**config.mk**
```make
export PLATFORM = sky130hd
export DESIGN_NAME = max7219_if_arbiter
export DESIGN_NICKNAME = d
export VERILOG_FILES = /design/src/rtl/max7219_if_arbiter.sv
export SDC_FILE = /design/constraint.sdc
export NUM_CORES = 1
export LEC_CHECK = 0
export CAP_MARGIN = 40
export CORE_MARGIN = 3
export CORE_UTILIZATION = 39
export DETAILED_ROUTE_END_ITERATION = 8
export GPL_TIMING_DRIVEN = 0
export PLACE_DENSITY = 0.79
export SETUP_SLACK_MARGIN = 0.1
export SYNTH_ARGS = -nofsm -noshare
export SYNTH_HDL_FRONTEND = slang
export SYNTH_SLANG_ARGS = --single-unit
```
**constraint.sdc**
```tcl
create_clock -name clk -period 1.5 [get_ports clk]
set_clock_uncertainty 0.1 [all_clocks]
set_input_delay 0.375 -clock clk [delete_from_list [all_inputs] [get_ports clk]]
set_output_delay 0.375 -clock clk [all_outputs]
set_load 0.02 [all_outputs]
```
**src/rtl/max7219_if_arbiter.sv**
```systemverilog
// Two-requester round-robin arbiter sharing one max7219_if serializer; a grant is held for a whole frame.
// Optional forced release of an idle owner when compiled with MAX7219_ARB_TIMEOUT_EN.
module max7219_if_arbiter #(
    parameter int G_DATA_WIDTH = 16,
    parameter int G_TIMEOUT    = 1024
) (
    input  logic                    clk,
    input  logic                    rst_n,
    input  logic                    i_req0,
    input  logic                    i_req1,
    input  logic                    i_start0,
    input  logic                    i_start1,
    input  logic [G_DATA_WIDTH-1:0] i_data0,
    input  logic [G_DATA_WIDTH-1:0] i_data1,
    input  logic                    i_en_load0,
    input  logic                    i_en_load1,
    output logic                    o_grant0,
    output logic                    o_grant1,
    output logic                    o_done0,
    output logic                    o_done1,
    output logic                    o_max7219_if_start,
    output logic                    o_max7219_if_en_load,
    output logic [G_DATA_WIDTH-1:0] o_max7219_if_data,
    input  logic                    i_max7219_if_done,
    output logic                    o_busy,
    output logic                    o_timeout
);

    typedef enum logic [1:0] {S_IDLE, S_GRANT, S_WAIT_DONE} state_t;

    state_t                  state, state_nxt;
    logic                    owner, owner_nxt;
    logic                    last, last_nxt;
    logic [G_DATA_WIDTH-1:0] data_nxt;
    logic                    en_load_nxt;
    logic                    start_nxt;
    logic                    done0_nxt, done1_nxt;
    logic                    timeout_nxt;
    logic                    expired;

    logic                    own_req, own_start, own_en_load;
    logic [G_DATA_WIDTH-1:0] own_data;

    // Only the current owner's signals are ever looked at; the other requester is muted.
    assign own_req     = owner ? i_req1     : i_req0;
    assign own_start   = owner ? i_start1   : i_start0;
    assign own_en_load = owner ? i_en_load1 : i_en_load0;
    assign own_data    = owner ? i_data1    : i_data0;

    assign o_busy   = (state != S_IDLE);
    assign o_grant0 = o_busy && !owner;
    assign o_grant1 = o_busy &&  owner;

`ifdef MAX7219_ARB_TIMEOUT_EN
    localparam int CNT_W = $clog2(G_TIMEOUT + 1);
    logic [CNT_W-1:0] cnt;

    // Any cycle outside S_GRANT (including after an accepted start) leaves the counter cleared.
    always_ff @(posedge clk or negedge rst_n) begin
        if (!rst_n)
            cnt <= '0;
        else if (state != S_GRANT)
            cnt <= '0;
        else
            cnt <= cnt + 1'b1;
    end

    assign expired = (state == S_GRANT) && (cnt == CNT_W'(G_TIMEOUT - 1));
`else
    assign expired = 1'b0;
`endif

    always_ff @(posedge clk or negedge rst_n) begin
        if (!rst_n) begin
            state                <= S_IDLE;
            owner                <= 1'b0;
            last                 <= 1'b1;
            o_max7219_if_data    <= '0;
            o_max7219_if_en_load <= 1'b0;
            o_max7219_if_start   <= 1'b0;
            o_done0              <= 1'b0;
            o_done1              <= 1'b0;
            o_timeout            <= 1'b0;
        end else begin
            state                <= state_nxt;
            owner                <= owner_nxt;
            last                 <= last_nxt;
            o_max7219_if_data    <= data_nxt;
            o_max7219_if_en_load <= en_load_nxt;
            o_max7219_if_start   <= start_nxt;
            o_done0              <= done0_nxt;
            o_done1              <= done1_nxt;
            o_timeout            <= timeout_nxt;
        end
    end

    always_comb begin
        state_nxt   = state;
        owner_nxt   = owner;
        last_nxt    = last;
        data_nxt    = o_max7219_if_data;
        en_load_nxt = o_max7219_if_en_load;
        start_nxt   = 1'b0;
        done0_nxt   = 1'b0;
        done1_nxt   = 1'b0;
        timeout_nxt = 1'b0;

        case (state)
            S_IDLE: begin
                if (i_req0 || i_req1) begin
                    state_nxt = S_GRANT;
                    // On a tie the requester served least recently wins.
                    owner_nxt = (i_req0 && i_req1) ? !last : i_req1;
                end
            end
            S_GRANT: begin
                // A start wins over both a dropped request and an expiring timeout.
                if (own_start) begin
                    data_nxt    = own_data;
                    en_load_nxt = own_en_load;
                    start_nxt   = 1'b1;
                    state_nxt   = S_WAIT_DONE;
                end else if (!own_req) begin
                    state_nxt = S_IDLE;
                    last_nxt  = owner;
                end else if (expired) begin
                    state_nxt   = S_IDLE;
                    last_nxt    = owner;
                    timeout_nxt = 1'b1;
                end
            end
            S_WAIT_DONE: begin
                if (i_max7219_if_done) begin
                    done0_nxt = !owner;
                    done1_nxt = owner;
                    if (o_max7219_if_en_load) begin
                        state_nxt = S_IDLE;
                        last_nxt  = owner;
                    end else begin
                        state_nxt = S_GRANT;
                    end
                end
            end
            default: state_nxt = S_IDLE;
        endcase
    end

endmodule

```
# After elaboration in Yosys (flattened, before gate mapping)
# Cells that the tools add are included.
dict set report classes {
  n_eq_ne 8
  n_mux 22
  n_reduce_logical 13
}
# op n
set op_table {}
lappend op_table {{16-bit two-way mux} 1}
lappend op_table {{1-bit two-way mux} 15}
lappend op_table {{2-bit inequality test (second input constant)} 5}
lappend op_table {{2-bit two-way mux} 4}
lappend op_table {{2-bit case mux with 3 select lines} 1}
lappend op_table {{5-bit AND reduction} 1}
lappend op_table {{2-bit AND reduction} 2}
lappend op_table {{2-bit nonzero test} 2}
lappend op_table {{1-bit logical AND} 3}
lappend op_table {{3-bit inequality test (second input constant)} 1}
lappend op_table {{3-bit AND reduction} 1}
lappend op_table {{2-bit by 1-bit == test with 1-bit output (second input constant)} 1}
lappend op_table {{2-bit == test (second input constant)} 1}
lappend op_table {{1-bit logical NOT} 2}
lappend op_table {{2-bit logical NOT} 1}
lappend op_table {{1-bit case mux with 2 select lines} 1}
lappend op_table {{1-bit logical OR} 1}
dict set report word_totals {
  reg_bits 24
  in_bits 41
  output_inout_bits 24
  wordCells 51
}

# Logic depth before layout (Yosys ltp)
dict set report logic_depth {
  ltp_word 4
  depth_mapped 5
}

# Least setup slack after synthesis
# OpenSTA, ideal clock, no wires.
dict set report synth_path {
  path_type {reg2out}
  startpoint {register owner}
  endpoint {output o_grant1}
  arrival_ns 1.019
  required_time_ns 1.025
  setup_slack_ns 0.006
  path_stages_with_launch 4
  n_path_buf 2
  cell_sequence {dfrtp_1 -> buf_6 -> buf_2 -> nor2b_1}
}
dict set report synth_between {
  elab_chain_cells 1
}
# element line_no
set synth_rtl {}
lappend synth_rtl {{start: declaration} 32} ;# logic owner, owner_nxt;
lappend synth_rtl {{start signal: assignment} 86} ;# owner <= owner_nxt;
lappend synth_rtl {{1-bit logical AND} 52} ;# assign o_grant1 = o_busy && owner;
lappend synth_rtl {{end: declaration} 18} ;# output logic o_grant1,
# No other way between the ends.

# Worst setup path in the final report
dict set report layout_path {
  startpoint {register owner}
  endpoint {output o_grant0}
}
dict set report layout_between {
  elab_chain_cells 2
}
# element line_no
set layout_rtl {}
lappend layout_rtl {{1-bit logical NOT} 51} ;# assign o_grant0 = o_busy && !owner;
lappend layout_rtl {{1-bit logical AND} 51}
lappend layout_rtl {{end: declaration} 17} ;# output logic o_grant0,
# No other way between the ends.

==> key figures <==
Run status
  – Outcome: finished, violations left
  – Failing checks: negative setup slack

STA
  – Worst setup margin: -0.193 ns
  – Final Max Tran Viols: 0
  – Fmax: ~0.6 GHz
  – Final Hold Viols: 0
  – Final setup fails: 21
  – Unrepaired setup endpoints after global routing: true
  – Tmin final: 1.69 ns
  – Period Utilization, post-route: 113%

Critical path
  – Critical Path End Type: output port
  – Crit start category: flip-flop
  – Worst EP arrival: 1.22 ns
  – Critical path class: reg -> out
  – CP max FO: 3
  – WP data required: slightly above 1 ns

Final layout
  – Nets: 252
  – Layout cells sized above 1: roughly half
  – Util after Layout: 80.1%
  – Syn-to-layout area delta: 95.2%
  – Diodes inserted: 0

Floorplanning
  – Starting density of the core: around 40%
  – Die area: 3960 µm²
  – Core Box Area: about 3100 µm²
  – Die height: between 60 and 70 µm
  – Row cnt: 20
  – Num ports: 65
  – Die W: 62.9 µm

CTS
  – Hold Buf Count CTS: 0
  – Total CTS buffers: 3
  – Clk slew on worst S/H paths: roughly 0.14 ns
  – CTS tree: built
  – CTS sink cnt: 24
  – Clock Tree Root: clkbuf_4
  – Clock Tree Buf Depth: 2
  – Skew-Pair Late Insertion Delay: between 0.3 and 0.4 ns
  – CTS H-tree lvls: 1

GRT
  – Number of global-route vias before repair: 1,224
  – GR Overflow Total: 0
  – Initial antenna violation count: 0
  – Largest net degree at the start of global routing: 19
  – Global-route wire length before repair: roughly 6000 µm
  – GRT Total Usage: 19.1%

Synth
  – Mapped Cells: 113
  – Post-synth top flop: dfrtp_1
  – Synthesized Nets: around 150
  – Async SR Flop Fraction: 100%
  – Top cell type's share of synthesized area: 45.6%
  – Sequential area share after synthesis: roughly 48%
  – Dominant cells by area after synthesis: dfrtp_1 (46%), mux2i_1 (13%), a21oi_1 (9.9%)
  – Ys Warns: 0
  – Top cell type by total area after synthesis: dfrtp_1
  – Synth top cells by count: a21oi_1 (25), dfrtp_1 (23), mux2i_1 (17)
  – Avg Cell Area, Syn: approximately 11 µm²
  – Top-count cell post-synth: a21oi_1
  – Netlist Area Pre-Place: roughly 1300 µm²
  – Synth cell types: 29
  – Post-synth EDFFs: 0
  – #FFs+latches synth: 24

Place
  – Post-Place Worst Slack: -0.477 ns
  – GPL Wtd Cong: about 0.83
  – PortBufs: 63
  – HPWL after DPL: ~2500 µm

Detailed routing
  – # DRC: 0
  – DR WL met3: 189 µm
  – Max layer used: met4
  – Metal1 wirelength: ~1900 µm
  – Met2 wire len: between 2000 and 2500 µm
  – Final wirelength: approximately 4600 µm
  – Vias per cell: 5.05
  – ANT nets after route: 0
  – Via count: approximately 1,300
  – Drt first pass iters: 4
  – DR WL/cell: around 18 µm
  – Initial drt markers: 38

Min path
  – HP Class: in -> async

Power
  – Static Leak: 0.00108 µW
  – Cell Pwr Density: about 2200 nW/µm²
  – Max VDD drop: roughly 1.4 mV

Job
  – MaxCap Viol Count: 0
[logic make-up (layout without fill, tap and decap cells)]
group,Yosys count,after routing,share of synthesized area [%]
compound gates,42,42,22.4
buf+inv,10,107,5.55
flops,24,24,47.7
mux,20,20,16.6
other cells,1,1,0.297
simple gates,16,16,7.43
[area by class of cell]
| cell class | count | area, µm² |
|---|---|---|
| tap | 44 | 55.1 |
| inverter | 2 | 7.51 |
| clock buffer | 4 | 36.3 |
| timing repair buffer | 93 | 886 |
| sequential | 24 | 604 |
| buffer | 8 | 104 |
| multi-input combinational | 79 | 772 |
| fill | 182 | 613 |
[timing repair]
item | 4_1_cts | 5_1_grt
gates resized for setup | 112 | 63
buffers inserted | 15 | 14
gates cloned | 0 | 1
pin swaps | 2 | 20
setup endpoints to repair | 36 | 30
[stage by stage]
stage	area, µm²	TNS, ns	power [µW]	hold slack (ns)	instances
5_1_grt	2460	-2.63	5800	0.214	254
6_report	2460	-1.87	5520	0.193	254
3_3_place_gp	1950	-12.48	3640	0.363	220
4_1_cts	2070	-1.85	4280	0.209	240
3_5_place_dp	1970	-6.00	3700	0.374	221
2_1_floorplan	1270	0	2720	-0.0206	113
[worst paths after layout]
check                           cells after the start   from  slack (ns)               endpoint
worst max-delay path                                4  owner       -0.19               o_grant0
worst min-delay path                                1  rst_n        0.19  o_max7219_if_data[12]
worst max register to register                      6  owner       -0.10  o_max7219_if_data[13]
worst min register to register                      2   last        0.41                   last
max in group asynchronous                           2  rst_n        0.59                   last
min in group clk                                    2   last        0.41                   last
[worst max-delay path, cell delays in order (launching register included)]
cell     delay, ns
dfrtp_1       0.41
buf_6         0.12
buf_8         0.11
nor2_2        0.12
buf_6         0.13
[cells in the final DEF, fill, tap and decap left out, drive strengths merged, types with 2 or more instances in the layout]
cell / count
a21oi: 35
buf: 60
clkbuf: 5
clkdlybuf4s50: 40
dfrtp: 23
inv: 2
mux2: 2
mux2i: 18
nand2b: 3
nor2: 5
nor2b: 3
o21ai: 2
[flip-flops by register name (all words and copies together) (netlist names)]
signal,flops
o_done1,1
o_done0,1
owner,1
o_max7219_if_start,1
last,1
o_max7219_if_data,16
o_max7219_if_en_load,1
state,2
[metal layers]
layer  track usage (%)  vias to the layer above
met2              33.3                       39
li1                  -                      598
met5                 0                        -
met3              4.50                       10
met4              2.48                        0
met1              24.6                      635
[where the power goes]
group	switching [µW]	total (µW)	internal, µW
Sequential	259	1220	962
Clock	209	357	149
Combinational	1900	3940	2040
No activity file was read; power rests on OpenSTA's default activity.
